--- src/rtl/nios_avalon_st_adapter_timing_fifo_if.sv ---
// Avalon-ST beat bundle used on both sides of the timing FIFO.
//   master : drives valid/data/error/startofpacket/endofpacket/empty, samples ready
//   slave  : samples the beat fields, drives ready
// Ready latency is 0. A beat transfers on a rising edge where valid & ready.
interface nios_avalon_st_adapter_timing_fifo_if #(
  parameter int unsigned DATA_W  = 32,
  parameter int unsigned EMPTY_W = 2,
  parameter int unsigned ERR_W   = 1
) ();
  logic               ready;
  logic               valid;
  logic [DATA_W-1:0]  data;
  logic [ERR_W-1:0]   error;
  logic               startofpacket;
  logic               endofpacket;
  logic [EMPTY_W-1:0] empty;

  modport master (
    output valid, data, error, startofpacket, endofpacket, empty,
    input  ready
  );

  modport slave (
    input  valid, data, error, startofpacket, endofpacket, empty,
    output ready
  );
endinterface

--- src/rtl/nios_avalon_st_adapter_timing_fifo.sv ---
// Avalon-ST timing FIFO placed downstream of the Nios adapter's error adapter. It buffers
// accepted beats in a small synchronous FIFO so that upstream ready never depends
// combinationally on downstream ready.
// Ports:
//   clk        : single clock, rising edge
//   reset_n    : synchronous active-low reset
//   in_if      : Avalon-ST sink (slave modport), ready driven from registers only
//   out_if     : Avalon-ST source (master modport), fields zero while not valid
//   fill_level : occupied entries, 0..DEPTH
//   pkt_err    : sticky framing error flag
// Optional feature: define TA_PKT_CHECK_EN to enable the sop/eop framing checker.
// Without it pkt_err is tied to 0.
module nios_avalon_st_adapter_timing_fifo #(
  parameter int unsigned DEPTH   = 4,
  parameter int unsigned DATA_W  = 32,
  parameter int unsigned EMPTY_W = 2,
  parameter int unsigned ERR_W   = 1
) (
  input  logic                     clk,
  input  logic                     reset_n,
  nios_avalon_st_adapter_timing_fifo_if.slave  in_if,
  nios_avalon_st_adapter_timing_fifo_if.master out_if,
  output logic [$clog2(DEPTH):0]   fill_level,
  output logic                     pkt_err
);

  localparam int unsigned PtrW   = $clog2(DEPTH);
  localparam int unsigned CntW   = PtrW + 1;
  localparam int unsigned EntryW = ERR_W + 3 + EMPTY_W + DATA_W;
  localparam logic [CntW-1:0] Full = CntW'(DEPTH);

  logic [EntryW-1:0] mem [DEPTH];
  logic [PtrW-1:0]   wr_ptr_q, rd_ptr_q;
  logic [CntW-1:0]   count_q, count_d;
  logic              push, pop;
  logic              out_valid;

  logic [ERR_W-1:0]   head_error;
  logic               head_sop, head_eop;
  logic [EMPTY_W-1:0] head_empty;
  logic [DATA_W-1:0]  head_data;

  // Ready comes only from the count register; no pass-through when full.
  assign in_if.ready = reset_n && (count_q != Full);
  assign out_valid   = reset_n && (count_q != '0);
  assign push        = in_if.valid && in_if.ready;
  assign pop         = out_valid && out_if.ready;
  assign fill_level  = count_q;

  always_comb begin
    count_d = count_q;
    unique case ({push, pop})
      2'b10:   count_d = count_q + 1'b1;
      2'b01:   count_d = count_q - 1'b1;
      default: count_d = count_q;
    endcase
  end

  always_ff @(posedge clk) begin
    if (!reset_n) begin
      wr_ptr_q <= '0;
      rd_ptr_q <= '0;
      count_q  <= '0;
    end else begin
      if (push) wr_ptr_q <= wr_ptr_q + 1'b1;
      if (pop)  rd_ptr_q <= rd_ptr_q + 1'b1;
      count_q <= count_d;
    end
  end

  // Storage is intentionally not reset; push is already gated by reset_n.
  always_ff @(posedge clk) begin
    if (push) begin
      mem[wr_ptr_q] <= {in_if.error, in_if.startofpacket, in_if.endofpacket,
                        in_if.empty, in_if.data};
    end
  end

  assign {head_error, head_sop, head_eop, head_empty, head_data} = mem[rd_ptr_q];

  always_comb begin
    out_if.valid         = out_valid;
    out_if.data          = '0;
    out_if.error         = '0;
    out_if.startofpacket = 1'b0;
    out_if.endofpacket   = 1'b0;
    out_if.empty         = '0;
    if (out_valid) begin
      out_if.data          = head_data;
      out_if.error         = head_error;
      out_if.startofpacket = head_sop;
      out_if.endofpacket   = head_eop;
      out_if.empty         = head_empty;
    end
  end

`ifdef TA_PKT_CHECK_EN
  typedef enum logic {StIdle, StInPkt} pkt_state_e;

  pkt_state_e state_q, state_d;
  logic       err_q, err_d;

  always_ff @(posedge clk) begin
    if (!reset_n) begin
      state_q <= StIdle;
      err_q   <= 1'b0;
    end else begin
      state_q <= state_d;
      err_q   <= err_d;
    end
  end

  // After any pushed beat, eop means the packet is closed and anything else means we are
  // inside one; this also gives the recovery state after a violation.
  always_comb begin
    state_d = state_q;
    err_d   = err_q;
    if (push) begin
      if ((state_q == StIdle && !in_if.startofpacket) ||
          (state_q == StInPkt && in_if.startofpacket)) begin
        err_d = 1'b1;
      end
      state_d = in_if.endofpacket ? StIdle : StInPkt;
    end
  end

  assign pkt_err = err_q;
`else
  assign pkt_err = 1'b0;
`endif

endmodule

--- src/flat_wrapper.sv ---
// flat-port wrapper written by rule: the top's interface ports become plain ports
module nios_avalon_st_adapter_timing_fifo_flat 
#(
  parameter int unsigned DEPTH   = 4,
  parameter int unsigned DATA_W  = 32,
  parameter int unsigned EMPTY_W = 2,
  parameter int unsigned ERR_W   = 1
)
  (clk, reset_n, fill_level, pkt_err, in_if_valid, in_if_data, in_if_error, in_if_startofpacket, in_if_endofpacket, in_if_empty, in_if_ready, out_if_valid, out_if_data, out_if_error, out_if_startofpacket, out_if_endofpacket, out_if_empty, out_if_ready);
  nios_avalon_st_adapter_timing_fifo_if #(.DATA_W(DATA_W), .EMPTY_W(EMPTY_W), .ERR_W(ERR_W)) in_if_i ();
  nios_avalon_st_adapter_timing_fifo_if #(.DATA_W(DATA_W), .EMPTY_W(EMPTY_W), .ERR_W(ERR_W)) out_if_i ();
  input  logic clk;
  input  logic reset_n;
  output logic [$clog2(DEPTH):0] fill_level;
  output logic pkt_err;
  input wire logic [$bits(in_if_i.valid)-1:0] in_if_valid;
  input wire logic [$bits(in_if_i.data)-1:0] in_if_data;
  input wire logic [$bits(in_if_i.error)-1:0] in_if_error;
  input wire logic [$bits(in_if_i.startofpacket)-1:0] in_if_startofpacket;
  input wire logic [$bits(in_if_i.endofpacket)-1:0] in_if_endofpacket;
  input wire logic [$bits(in_if_i.empty)-1:0] in_if_empty;
  output wire logic [$bits(in_if_i.ready)-1:0] in_if_ready;
  output wire logic [$bits(out_if_i.valid)-1:0] out_if_valid;
  output wire logic [$bits(out_if_i.data)-1:0] out_if_data;
  output wire logic [$bits(out_if_i.error)-1:0] out_if_error;
  output wire logic [$bits(out_if_i.startofpacket)-1:0] out_if_startofpacket;
  output wire logic [$bits(out_if_i.endofpacket)-1:0] out_if_endofpacket;
  output wire logic [$bits(out_if_i.empty)-1:0] out_if_empty;
  input wire logic [$bits(out_if_i.ready)-1:0] out_if_ready;
  assign in_if_i.valid = in_if_valid;
  assign in_if_i.data = in_if_data;
  assign in_if_i.error = in_if_error;
  assign in_if_i.startofpacket = in_if_startofpacket;
  assign in_if_i.endofpacket = in_if_endofpacket;
  assign in_if_i.empty = in_if_empty;
  assign in_if_ready = in_if_i.ready;
  assign out_if_valid = out_if_i.valid;
  assign out_if_data = out_if_i.data;
  assign out_if_error = out_if_i.error;
  assign out_if_startofpacket = out_if_i.startofpacket;
  assign out_if_endofpacket = out_if_i.endofpacket;
  assign out_if_empty = out_if_i.empty;
  assign out_if_i.ready = out_if_ready;
  nios_avalon_st_adapter_timing_fifo #(.DEPTH(DEPTH), .DATA_W(DATA_W), .EMPTY_W(EMPTY_W), .ERR_W(ERR_W)) u_core (.clk(clk), .reset_n(reset_n), .in_if(in_if_i), .out_if(out_if_i), .fill_level(fill_level), .pkt_err(pkt_err));
endmodule
--- config.mk ---
export PLATFORM = sky130hd
export DESIGN_NAME = nios_avalon_st_adapter_timing_fifo_flat
export DESIGN_NICKNAME = d
export VERILOG_FILES = /design/src/rtl/nios_avalon_st_adapter_timing_fifo_if.sv /design/src/rtl/nios_avalon_st_adapter_timing_fifo.sv /design/src/flat_wrapper.sv
export SDC_FILE = /design/constraint.sdc
export NUM_CORES = 1
export LEC_CHECK = 0
export ABC_AREA = 0
export CORE_MARGIN = 8
export CORE_UTILIZATION = 47
export DETAILED_ROUTE_END_ITERATION = 8
export HOLD_SLACK_MARGIN = 0.05
export PLACE_DENSITY = 0.7
export SLEW_MARGIN = 25
export SYNTH_ARGS = -nofsm -noshare
export SYNTH_HDL_FRONTEND = slang
export SYNTH_SLANG_ARGS = --single-unit
--- constraint.sdc ---
create_clock -name clk -period 6.2 [get_ports clk]
set_input_delay 0.93 -clock clk [delete_from_list [all_inputs] [get_ports clk]]
set_output_delay 0.93 -clock clk [all_outputs]
set_load 0.1 [all_outputs]
==> flow_summary.json <==
{
  "status": "complete, no violations",
  "drive_above_1_share_pct": 17.8,
  "dieHeight_um": 131,
  "drv_slew": 0,
  "dp_hpwl_um": 6630,
  "synth_xor_xnor_area_share_pct": 0.568,
  "layout_commonest_cell": "edfxtp_1",
  "die_x_um": 131,
  "utilization_pct": 59.1,
  "clock_skew_ns": 0.0121,
  "antenna_left": 0,
  "layout_common_cells": "edfxtp_1, clkdlybuf4s50_1, and3_1",
  "fin_tns_setup_ns": 0,
  "placement.setup.worst_slack_ns": 2.12,
  "period_share_pct": 71.2,
  "hold_start": "u_core.wr_ptr_q[1]",
  "cts.path.max_buffers": 2,
  "setup_viol": 0,
  "intPower_uw": 1980,
  "synthMuxAreaShare_pct": 14.3,
  "path_clk_slew_ns": 0.06,
  "cap_violations": 0,
  "whs_ns": 0.516,
  "cellPowerDensity_nw_per_um2": 351,
  "port_buffers": 82,
  "p_sw_share_pct": 26.6,
  "pwr-share-seq_pct": 45.6,
  "min_to": "u_core.wr_ptr_q[1]",
  "synth_warnings": 0,
  "grtUsageTotal_pct": 14.3,
  "synth_seq_cells": 157,
  "p_comb_share_pct": 16.2,
  "drt_iter0_drc": 156,
  "critPathMaxFanout": 24,
  "synth_area_leader_cell": "edfxtp_1",
  "hold_viol_final": 0,
  "fmax_ghz": 0.226,
  "htreeDepth": 4,
  "core_sq_um": 13000,
  "ys_seq_area_share_pct": 75.0,
  "switchingPower_uw": 721,
  "synthCells": 295,
  "rrSetupSlack_ns": 3.71,
  "drc": 0,
  "grt-ovfl-total": 0,
  "viasPerCell": 5.32,
  "area_delta_synth_final_pct": 25.0,
  "worst_r2r_path_depth": 9,
  "synthAdderAreaFrac_pct": 1.34,
  "ys_top_cells_by_area": "edfxtp_1, mux4_2, and3_1",
  "wire_per_inst_um": 20.1,
  "dr_total_vias": 3034,
  "ctsHoldBuffers": 0,
  "rows": 42,
  "avgSynthCellArea_sq_um": 20.9,
  "crit_path_start_kind": "flip-flop",
  "die-area_sq_um": 17000,
  "worstHoldPathCells": 2,
  "start_util_pct": 47.3,
  "crit_required_ns": 5.27,
  "grt_max_degree": 50,
  "first_pass_iters": 4,
  "yosys.area_share.simple_pct": 5.34,
  "end_kind": "output port",
  "p_leak_uw": 0.00261,
  "synth_top_family_by_area": "multiplexers",
  "synth_nets": 342,
  "syn_area_sq_um": 6160,
  "insertion_delay_ns": 0.42,
  "clock-sinks": 157,
  "ir_drop_mv": 0.216,
  "r2r-end": "u_core.fill_level[2]",
  "clockPowerShare_pct": 38.2,
  "synth_compound_area_share_pct": 0.751,
  "total_power_uw": 2710,
  "critPathKind": "flip-flop to output port",
  "cts_tree": "built",
  "routabilityCongestion": 0.660,
  "rsz0062_at_grt": "false",
  "postCtsSetupBuffers": 0,
  "antenna_found_initial": 1,
  "tightest_slew_ns": 1.01,
  "antennaDiodeCount": 0,
  "period_needed_ns": 4.42,
  "cts_resized": 0,
  "ios": 84,
  "r2r_start": "u_core.fill_level[0]",
  "arrival_ns": 3.49,
  "timing.final.ws_setup_ns": 1.78,
  "wl_um": 11500,
  "grt_pass1_vias": 3284,
  "layout.nets": 428,
  "maxSlewHeadroom_pct": 32.5,
  "synth_top_area_share_pct": 72.1,
  "cts-buffers-inserted": 17,
  "cts_root_buffer": "clkbuf_16",
  "min_path_type": "flip-flop to flip-flop",
  "yosysUniqueCellTypes": 27,
  "grt_pass1_wl_um": 17800
}
power by group through the flow:
| stage | Sequential [uW] | Clock (uW) | Combinational [uW] |
|---|---|---|---|
| floorplan | 1250 | 0 | 334 |
| global placement | 1260 | 0 | 436 |
| detailed placement | 1260 | 0 | 440 |
| CTS | 1240 | 1050 | 443 |
| global route | 1240 | 1090 | 459 |
| finish | 1230 | 1030 | 437 |
cells by family (layout without fill, tap and decap cells):
family                   Yosys count  in the layout
multiplexers                      39             39
other                              1              1
buffers and inverters             26            125
AND/OR/NAND/NOR                   55             55
flip-flops                       157            157
AO/OA/AOI/OAI                      7              7
XOR/XNOR                           4              4
adder cells (fa/ha/maj)            6              6
Yosys cell counts:
master,number
edfxtp_1,148
o21ai_0,2
ha_1,5
or3_1,2
nor2_1,1
buf_4,1
clkbuf_2,1
clkbuf_1,8
mux4_2,30
buf_12,3
and2_1,9
a21boi_0,2
xnor2_1,3
buf_6,1
xor2_1,1
o31ai_1,1
fa_1,1
buf_2,4
a21oi_1,1
inv_1,8
dfxtp_1,9
mux2i_1,2
nand2_1,5
o311ai_0,1
and3_1,38
mux4_1,7
conb_1,1
per-layer routing:
metal	track usage (%)	wire (um)	up-vias
li1	-	-	1369
met1	17.6	4930	1568
met2	22.9	5630	86
met3	4.75	798	9
met4	5.87	108	2
met5	0	8	-
how the worst max path moves through the flow:
| stage | startpoint | endpoint | slack, ns | depth (start not counted) |
|---|---|---|---|---|
| 3_3_place_gp | flip-flop | out_if_empty[1] | 2.13 | 4 |
| 3_5_place_dp | flip-flop | out_if_error | 2.12 | 4 |
| 6_report | flip-flop | out_if_error | 1.78 | 4 |
| 2_1_floorplan | u_core.fill_level[0] | in_if_ready | 1.88 | 2 |
| 4_1_cts | flip-flop | out_if_error | 1.67 | 4 |
| 5_1_grt | flip-flop | out_if_error | 1.58 | 4 |
per-stage QoR:
stage / instances / area [sq um]
2_1_floorplan: 295 / 6160
3_3_place_gp: 537 / 7090
3_5_place_dp: 538 / 7110
4_1_cts: 570 / 7710
5_1_grt: 570 / 7710
6_report: 570 / 7710
area by class of cell:
| cell class | instances | area [sq um] |
|---|---|---|
| inverter | 8 | 30.0 |
| clock buffer | 18 | 429 |
| timing repair buffer | 85 | 851 |
| clock inverter | 14 | 168 |
| tap | 176 | 220 |
| sequential | 157 | 4630 |
| multi-input combinational | 112 | 1380 |
| fill | 1002 | 5320 |
state kept, by name, summed over array words and instances (netlist names), named ones only:
register           flops
u_core.rd_ptr_q        2
u_core.wr_ptr_q        2
u_core.fill_level      3
u_core.mem           148
worst max-delay path, cell delays in order, from the launching register on:
cell and delay (ns):
dfxtp_2 0.87, buf_4 0.43, mux4_1 0.61, and3_1 0.19, clkdlybuf4s50_1 0.96
Note: power is estimated with default switching activity, not from simulation.
